`src/rtl/rt_ibex_window_pkg.sv`:
```
// Shared types and width helpers for the register-window sequencer.
package rt_ibex_window_pkg;

    typedef enum logic [2:0] {
        IDLE,
        INC,
        SAVE,
        OVF_ACK,
        DEC,
        RESTORE
    } window_ctrl_state_e;

    // A single hardware window still needs a one-bit depth field.
    function automatic int depth_width(input int num_windows);
        return (num_windows > 1) ? $clog2(num_windows) : 1;
    endfunction

    function automatic int ovf_width(input int ovf_depth);
        return (ovf_depth > 0) ? $clog2(ovf_depth + 1) : 1;
    endfunction

endpackage

```
`src/rtl/rt_ibex_sat_counter.sv`:
```
// Up/down counter that sticks at zero and at Max instead of wrapping.
module rt_ibex_sat_counter #(
    parameter int               Width = 4,
    parameter logic [Width-1:0] Max   = '1
) (
    input  logic             clk_i,
    input  logic             rst_ni,
    input  logic             inc_i,
    input  logic             dec_i,
    output logic [Width-1:0] cnt_o
);

    localparam logic [Width-1:0] One = Width'(1);

    logic [Width-1:0] cnt_q;

    // Simultaneous inc and dec cancel out.
    always_ff @(posedge clk_i or negedge rst_ni) begin
        if (!rst_ni) begin
            cnt_q <= '0;
        end else if (inc_i && !dec_i && (cnt_q != Max)) begin
            cnt_q <= cnt_q + One;
        end else if (dec_i && !inc_i && (cnt_q != '0)) begin
            cnt_q <= cnt_q - One;
        end
    end

    assign cnt_o = cnt_q;

endmodule

```
`src/rtl/rt_ibex_window_ctrl.sv`:
```
// Interrupt entry / mret sequencer for the windowed register file.
// Optional overflow statistics counter: define RT_IBEX_WINDOW_STATS_EN.
module rt_ibex_window_ctrl
    import rt_ibex_window_pkg::*;
#(
    parameter int NumRegisterWindows = 4,
    parameter int OvfDepth           = 8
) (
    input  logic                                       clk_i,
    input  logic                                       rst_ni,
    input  logic                                       irq_enter_req_i,
    output logic                                       irq_enter_ack_o,
    output logic                                       irq_enter_hw_o,
    input  logic                                       mret_req_i,
    output logic                                       mret_ack_o,
    output logic                                       mret_hw_o,
    input  logic                                       window_full_i,
    output logic                                       increment_ptr_o,
    output logic                                       decrement_ptr_o,
    output logic                                       save_csr_o,
    input  logic [31:0]                                mcause_rf_i,
    input  logic [31:0]                                mepc_rf_i,
    output logic                                       csr_restore_o,
    output logic [31:0]                                mcause_restore_o,
    output logic [31:0]                                mepc_restore_o,
    output logic [depth_width(NumRegisterWindows)-1:0] depth_o,
    output logic [ovf_width(OvfDepth)-1:0]             ovf_cnt_o,
    output logic                                       err_o,
    output logic [31:0]                                stat_ovf_total_o
);

    localparam int               DepthW   = depth_width(NumRegisterWindows);
    localparam int               OvfW     = ovf_width(OvfDepth);
    localparam logic [DepthW-1:0] DepthMax = DepthW'(NumRegisterWindows - 1);
    localparam logic [DepthW-1:0] DepthOne = DepthW'(1);
    localparam logic [OvfW-1:0]   OvfMax   = OvfW'(OvfDepth);

    window_ctrl_state_e state_q, state_d;
    logic               is_entry_q, is_entry_d;
    logic [DepthW-1:0]  depth_q;
    logic [OvfW-1:0]    ovf_cnt;
    logic               ovf_inc, ovf_dec, err_set, err_q;
    logic               restore_now;
    logic [31:0]        mcause_q, mepc_q;

    always_ff @(posedge clk_i or negedge rst_ni) begin
        if (!rst_ni) begin
            state_q    <= IDLE;
            is_entry_q <= 1'b0;
            err_q      <= 1'b0;
        end else begin
            state_q    <= state_d;
            is_entry_q <= is_entry_d;
            err_q      <= err_q | err_set;
        end
    end

    // Entry wins arbitration; software-stacked levels unwind before hardware windows.
    always_comb begin
        state_d    = state_q;
        is_entry_d = is_entry_q;
        ovf_inc    = 1'b0;
        ovf_dec    = 1'b0;
        err_set    = 1'b0;
        unique case (state_q)
            IDLE: begin
                if (irq_enter_req_i) begin
                    is_entry_d = 1'b1;
                    if (window_full_i) begin
                        state_d = OVF_ACK;
                        ovf_inc = 1'b1;
                        err_set = (ovf_cnt == OvfMax);
                    end else begin
                        state_d = INC;
                    end
                end else if (mret_req_i) begin
                    is_entry_d = 1'b0;
                    if (ovf_cnt != '0) begin
                        state_d = OVF_ACK;
                        ovf_dec = 1'b1;
                    end else if (depth_q != '0) begin
                        state_d = DEC;
                    end else begin
                        state_d = OVF_ACK;
                        err_set = 1'b1;
                    end
                end
            end
            INC:     state_d = SAVE;
            DEC:     state_d = RESTORE;
            SAVE,
            OVF_ACK,
            RESTORE: state_d = IDLE;
            default: state_d = IDLE;
        endcase
    end

    always_ff @(posedge clk_i or negedge rst_ni) begin
        if (!rst_ni) begin
            depth_q <= '0;
        end else if ((state_q == INC) && (depth_q != DepthMax)) begin
            depth_q <= depth_q + DepthOne;
        end else if ((state_q == DEC) && (depth_q != '0)) begin
            depth_q <= depth_q - DepthOne;
        end
    end

    rt_ibex_sat_counter #(
        .Width (OvfW),
        .Max   (OvfMax)
    ) u_ovf_cnt (
        .clk_i  (clk_i),
        .rst_ni (rst_ni),
        .inc_i  (ovf_inc),
        .dec_i  (ovf_dec),
        .cnt_o  (ovf_cnt)
    );

`ifdef RT_IBEX_WINDOW_STATS_EN
    rt_ibex_sat_counter #(
        .Width (32)
    ) u_stat_cnt (
        .clk_i  (clk_i),
        .rst_ni (rst_ni),
        .inc_i  (ovf_inc),
        .dec_i  (1'b0),
        .cnt_o  (stat_ovf_total_o)
    );
`else
    assign stat_ovf_total_o = '0;
`endif

    // Returning to depth 0 lands in the base window, which has no saved context.
    assign restore_now = (state_q == RESTORE) && (depth_q != '0);

    always_ff @(posedge clk_i or negedge rst_ni) begin
        if (!rst_ni) begin
            mcause_q <= '0;
            mepc_q   <= '0;
        end else if (restore_now) begin
            mcause_q <= mcause_rf_i;
            mepc_q   <= mepc_rf_i;
        end
    end

    // The aux store is read for the new pointer in the same cycle the restore is issued.
    assign mcause_restore_o = restore_now ? mcause_rf_i : mcause_q;
    assign mepc_restore_o   = restore_now ? mepc_rf_i   : mepc_q;
    assign csr_restore_o    = restore_now;

    assign increment_ptr_o  = (state_q == INC);
    assign save_csr_o       = (state_q == SAVE);
    assign decrement_ptr_o  = (state_q == DEC);
    assign irq_enter_ack_o  = (state_q == SAVE) || ((state_q == OVF_ACK) && is_entry_q);
    assign irq_enter_hw_o   = (state_q == SAVE);
    assign mret_ack_o       = (state_q == RESTORE) || ((state_q == OVF_ACK) && !is_entry_q);
    assign mret_hw_o        = (state_q == RESTORE);
    assign depth_o          = depth_q;
    assign ovf_cnt_o        = ovf_cnt;
    assign err_o            = err_q;

endmodule

```
`config.mk`:
```
export PLATFORM = sky130hd
export DESIGN_NAME = rt_ibex_window_ctrl
export DESIGN_NICKNAME = d
export VERILOG_FILES = /design/src/rtl/rt_ibex_window_pkg.sv /design/src/rtl/rt_ibex_sat_counter.sv /design/src/rtl/rt_ibex_window_ctrl.sv
export SDC_FILE = /design/constraint.sdc
export NUM_CORES = 1
export LEC_CHECK = 0
export ABC_AREA = 1
export CAP_MARGIN = 20
export CORE_ASPECT_RATIO = 0.6
export CORE_MARGIN = 3
export CORE_UTILIZATION = 40
export DETAILED_ROUTE_END_ITERATION = 8
export PLACE_DENSITY = 0.81
export SETUP_SLACK_MARGIN = 0.05
export SYNTH_ARGS = -nofsm -noshare
export SYNTH_HDL_FRONTEND = slang
export SYNTH_SLANG_ARGS = --single-unit
```
`constraint.sdc`:
```
create_clock -name clk_i -period 2.8 [get_ports clk_i]
set_clock_uncertainty 0.15 [all_clocks]
set_input_delay 0.28 -clock clk_i [delete_from_list [all_inputs] [get_ports clk_i]]
set_output_delay 0.28 -clock clk_i [all_outputs]
set_load 0.01 [all_outputs]
```
=== Word level (Yosys, flattened, before mapping) ===
Index checks and enable logic that the tools add are counted.

* Register bits: 75
* Output and inout port bits: 111
* Logic and storage cells: 69

* Add/sub/neg operators: 4
* Equal/unequal tests: 9
* Multiplexer cells: 27
* Bitwise gates (word level): 1
* Reduce and logical (&&, ||, !) cells: 21

{| class="wikitable"
|+ Operators by type and width
! cell !! count
|-
| $mux 32 || 2
|-
| $mux 1 || 15
|-
| $mux 3 || 4
|-
| $logic_and 1x1->1 || 9
|-
| $pmux 3 s3 || 1
|-
| $mux 4 || 2
|-
| $reduce_bool 2->1 || 4
|-
| $eq 3x2->1 const B || 2
|-
| $eq 3x3->1 const B || 2
|-
| $mux 2 || 3
|-
| $add 4x1->4 const B || 1
|-
| $eq 4x4->1 const B || 1
|-
| $ne 4x4->1 const B || 1
|-
| $reduce_bool 4->1 || 1
|-
| $sub 4x1->4 const B || 1
|-
| $eq 3x1->1 const B || 1
|-
| $logic_not 1->1 || 3
|-
| $logic_not 3->1 || 1
|-
| $ne 3x3->1 const B || 1
|-
| $add 2x1->2 const B || 1
|-
| $logic_or 1x1->1 || 2
|-
| $ne 2x2->1 const B || 1
|-
| $reduce_and 2->1 || 1
|-
| $sub 2x1->2 const B || 1
|-
| $or 1x1->1 || 1
|}

=== Logic depth before layout (Yosys ltp) ===
Gate-level depths: netlist of run 1.

* Word-level depth: 9
* Mapped depth: 12
* Mapped depth without buffers: 12

=== By module ===
Synthesis of run 1 repeated with hierarchy kept, for this count alone.

* Cells, all modules: 421
* Area, all modules: 3,567.2 µm²

{| class="wikitable"
|+ Modules (own cells, without submodules)
! module !! times used !! cells each !! area each (µm²)
|-
| rt_ibex_window_ctrl || 1 || 379 || 3,235.6
|-
| rt_ibex_sat_counter || 1 || 42 || 331.6
|}

=== Worst setup path after synthesis of run 1 ===
OpenSTA, ideal clock, no wires.

* Kind: reg2reg
* Start: register state_q[0]
* End: register u_ovf_cnt.cnt_q[3] (netlist: u_ovf_cnt.cnt_o[3])
* Library setup time: 117 ps
* Arrival: 1,759 ps
* Data required time: 2,533 ps
* Setup slack: 774 ps
* Stages on the path, launching flop included: 12
* Clock period less this slack: 2,026 ps
* Cell sequence: dfrtp_1 nor2_2 nand2_2 nor2_1 nand2_1 ha_1 nand2_1 nand2_1 nor2_1 nand3_1 nand3_1 nand2_1

* Longest elaborated chain between the ends: 6

{| class="wikitable"
|+ RTL lines
! what !! RTL line !! RTL
|-
| start: declaration || rt_ibex_window_ctrl.sv:38 || <nowiki>window_ctrl_state_e state_q, state_d;</nowiki>
|-
| start signal: assignment || rt_ibex_window_ctrl.sv:52 || <nowiki>state_q <= state_d;</nowiki>
|-
| $logic_not 3->1 (*) || rt_ibex_window_ctrl.sv:65 || <nowiki>unique case (state_q)</nowiki>
|-
| $mux 1 || rt_ibex_window_ctrl.sv:65 ||
|-
| $logic_not 1->1 (on tied branches) || rt_ibex_sat_counter.sv:21, rt_ibex_sat_counter.sv:23 ||
|-
| $logic_and 1x1->1 (on tied branches) (2 in a row) || rt_ibex_sat_counter.sv:21, rt_ibex_sat_counter.sv:23 ||
|-
| $mux 4 or $reduce_bool 2->1 (tied branches) || - ||
|-
| end signal: assignment || rt_ibex_sat_counter.sv:22 || <nowiki>cnt_q <= cnt_q + One;</nowiki>
|-
| end signal: assignment || rt_ibex_sat_counter.sv:24 || <nowiki>cnt_q <= cnt_q - One;</nowiki>
|-
| end: declaration || rt_ibex_sat_counter.sv:15 || <nowiki>logic [Width-1:0] cnt_q;</nowiki>
|}

Mark *: on every way between the ends. The rest lies on a longest branch, timed or not.
A chain may end at the register's enable or synchronous reset.

=== Worst setup path in the final report of run 1 ===
* Start: register state_q[0]
* End: output mcause_restore_o[18]

* Longest elaborated chain between the ends: 3

{| class="wikitable"
|+ RTL lines
! what !! RTL line !! RTL
|-
| $eq 3x3->1 || rt_ibex_window_ctrl.sv:134 || <nowiki>assign restore_now = (state_q == RESTORE) && (depth_q != '0);</nowiki>
|-
| $logic_and 1x1->1 || rt_ibex_window_ctrl.sv:134 ||
|-
| $mux 32 || rt_ibex_window_ctrl.sv:147 || <nowiki>assign mcause_restore_o = restore_now ? mcause_rf_i : mcause_q;</nowiki>
|-
| end: declaration || rt_ibex_window_ctrl.sv:24 || <nowiki>output logic [31:0] mcause_restore_o,</nowiki>
|}

No other way between the ends.

==> summary.txt, run 1 <==
Clock Tree Buf Depth -> 2
Worst Path Arrival -> 2.12 ns
routed via count -> 3122
antenna cell count -> 0
status -> finished, final reports clean
crit path buf inv count -> 2
DP Area -> 4880 sq um
Initial Utilization -> 0.428
Hold Vio Cnt, Final -> 0
VDD IR max -> 0.728 mV
Post-Place Worst Slack -> 0.371 ns
number of synthesized flops with an enable pin -> 0
wire length per cell -> 13.8 microns
Max Fclk -> 393 MHz
HP Class -> flip-flop to flip-flop
Layout area overhead -> 48.9%
GRT Total Usage -> 0.184
Total Wirelength -> 9160 microns
initial antenna violation count -> 0
critical path peak fanout -> 46
FF-to-FF setup slack -> 0.52 ns
Synth Flop Type -> dfrtp_1
crit path cell chain -> nand3_2 > buf_4 > o21ai_0 > nand2_1 > clkdlybuf4s50_1
Final Wtd Congestion -> 0.887
Yosys cell types -> 24
met3 usage -> 0.0721
CTS H-tree lvls -> 3
row cnt -> 25
Final HPWL DP -> 6570 microns
Core ar. -> 8200 sq um
Post-synth ARST share -> 1.00
final core utilization -> 0.637
die area -> 9960 sq um
Final setup viols -> 0
Setup TNS -> 0 ns
synthesized instance count -> 410
Crit path max-delay family -> buffers and inverters
First DRT Iteration DRCs -> 184
CTS tree -> done
Clock Latency Late Sink -> 0.33 ns
# clock sinks -> 75
sequential area share after synthesis -> 0.536
Inserted Clock Buffers -> 9
Clock Pin Slew Worst Setup and Hold Paths -> 0.06 ns
CP max-delay cell -> clkdlybuf4s50_1
ratio of cells with drive above 1 in the final layout -> 0.0468
period utilization -> 0.910
Clock Tree Root -> clkbuf_16
max incr delay on CP -> 0.56 ns
Leak -> 2.21 nW
Seq cells post-synth -> 75
power density over the cells -> 1070 nW/um^2
vias per std cell -> 4.70
Req. time, crit path -> 2.37 ns
grt ovf -> 0
Tmin final -> 2.55 ns
antenna-violating nets left -> 0
Post-route DRC -> 0
chip height -> 78.5 microns
fin worst setup slack -> 0.252 ns
max-cap viol count -> 0
# IOs -> 180
slew margin rel. -> 0.391
Final Cell Area -> 5220 sq um
critical path class -> flip-flop to output port
Synthesis Warnings -> 0
first-pass GRT wire length -> 14600 microns
Final #Nets -> 623
syn_area_per_cell -> 8.55 sq um
GR Layer Usage met2 -> 0.292
pin count of the biggest net entering global routing -> 76
Yosys top cell by area -> dfrtp_1
Worst setup SP type -> flip-flop
Die X -> 127 microns
top post-synthesis cells by area -> dfrtp_1 54%, nand2_1 16%, o21ai_0 8.9%
GRT Max-Usage Layer -> met2
Worst Tran Pin Value -> 0.913 ns
post-CTS setup repair buffer count -> 0
drt first pass iters -> 4
Setup crit end kind -> output port
max-slew violations -> 0
vias in the first global route -> 3028
met1 Usage GRT -> 0.237
Mapped Area -> 3500 sq um
RSZ-0062 raised after global routing -> no
IO buf count -> 147
post-synth top area share -> 0.536
[registers in the layout, summed over array words and instances, names as in the netlist]
name / cells
u_ovf_cnt.cnt_o: 4
mepc_q: 32
mcause_q: 32
state_q: 3
depth_o: 2
err_o: 1
is_entry_q: 1
[layout make-up]
cell class	instances	area, sq um
fill	697	2980
sequential	75	1880
timing repair buffer	153	1530
multi-input combinational	295	1290
clock buffer	12	246
tap	108	135
clock inverter	4	73.8
inverter	17	63.8
[synth_stat cells (2+ instances only)]
cell        n
nand2_2     2
nand3_1    12
clkbuf_1    9
a21oi_1     5
o21ai_1     7
ha_1        2
o21ai_0    62
inv_1      17
buf_2       3
nor2_1     10
buf_4      33
dfrtp_1    75
nand2_1   154
nor2_4      2
buf_6       8
[where the power goes]
part | internal [mW] | switching (mW)
logic | 1.31 | 1.28
registers | 1.57 | 0.184
clock network | 0.805 | 0.415
total | 3.68 | 1.88
[metrics by stage]
step	power, mW	hold WS, ns	std cells
6_report	5.56	0.322	664
5_1_grt	5.95	0.348	664
4_1_cts	5.63	0.325	664
3_5_place_dp	4.36	0.310	647
3_3_place_gp	4.27	0.308	647
2_1_floorplan	2.92	-0.166	441
[routing by layer]
metal | wire, microns | share of wire
met4 | 76 | 0.0083
met5 | 0 | 0
met2 | 4330 | 0.47
met1 | 3930 | 0.43
met3 | 823 | 0.090
[what timing repair did]
item / 4_1_cts / 5_1_grt
hold buffers: 1 / 0
setup endpoints to repair: 0 / 1
endpoints found under the hold margin: 75 / 0
resized for setup: 0 / 1
[kinds of logic after synthesis]
group,share of synthesized area
and+or+nand+nor,0.213
DFF,0.536
AOI/OAI and AO/OA,0.106
buffers and inverters,0.130
adders and majority gates,0.0129
xor gates and xnor gates,0.00250
other,0.00107
[worst paths after layout]
| path | to | depth (start not counted) | from |
|---|---|---|---|
| hold reg to reg | err_o | 1 | err_o |
| setup reg to reg | u_ovf_cnt.cnt_o[3] | 11 | state_q[0] |
| setup / recovery | mcause_restore_o[18] | 5 | state_q[0] |
| hold / removal | err_o | 1 | err_o |
| max in group asynchronous | mcause_q[4] | 2 | rst_ni |
| min in group asynchronous | mepc_q[15] | 2 | rst_ni |
[cells in the final DEF (no fill, tap or decap)]
| cell type | netlist | final |
|---|---|---|
| nand2_2 | 2 | 2 |
| xor2_1 | 1 | 1 |
| nand4_1 | 1 | 1 |
| bufinv_16 | 0 | 2 |
| ha_1 | 2 | 2 |
| dlygate4sd3_1 | 0 | 1 |
| dfrtp_1 | 75 | 75 |
| clkinv_2 | 0 | 1 |
| buf_4 | 33 | 4 |
| fa_1 | 1 | 1 |
| nor2_1 | 10 | 10 |
| nor2_4 | 2 | 2 |
| buf_6 | 8 | 1 |
| inv_1 | 17 | 17 |
| buf_12 | 0 | 1 |
| a21oi_1 | 5 | 5 |
| clkdlybuf4s50_1 | 0 | 146 |
| clkbuf_1 | 9 | 2 |
| clkbuf_16 | 0 | 9 |
| nand2_1 | 154 | 154 |
| conb_1 | 1 | 32 |
| nor2_2 | 1 | 1 |
| nand3_2 | 1 | 1 |
| o21ai_1 | 7 | 7 |
| o21ai_0 | 62 | 62 |
| nand3_1 | 12 | 12 |
| clkbuf_8 | 0 | 1 |
| nand3b_1 | 1 | 1 |
| nor3_1 | 1 | 1 |
| clkinv_4 | 0 | 1 |
Power figures use the tool's default switching activity.
==> run 2, diff against run 1 <==
Settings changed: ABC_CLOCK_PERIOD_IN_PS set to 2800.
==> results of run 2 <==
Final layout, timing and power as in run 1 (identical DEF).
==> run 3, diff against run 2 <==
Settings changed: SLEW_MARGIN set to 20.
==> results of run 3 <==
Final layout, timing and power as in run 1 (identical DEF).
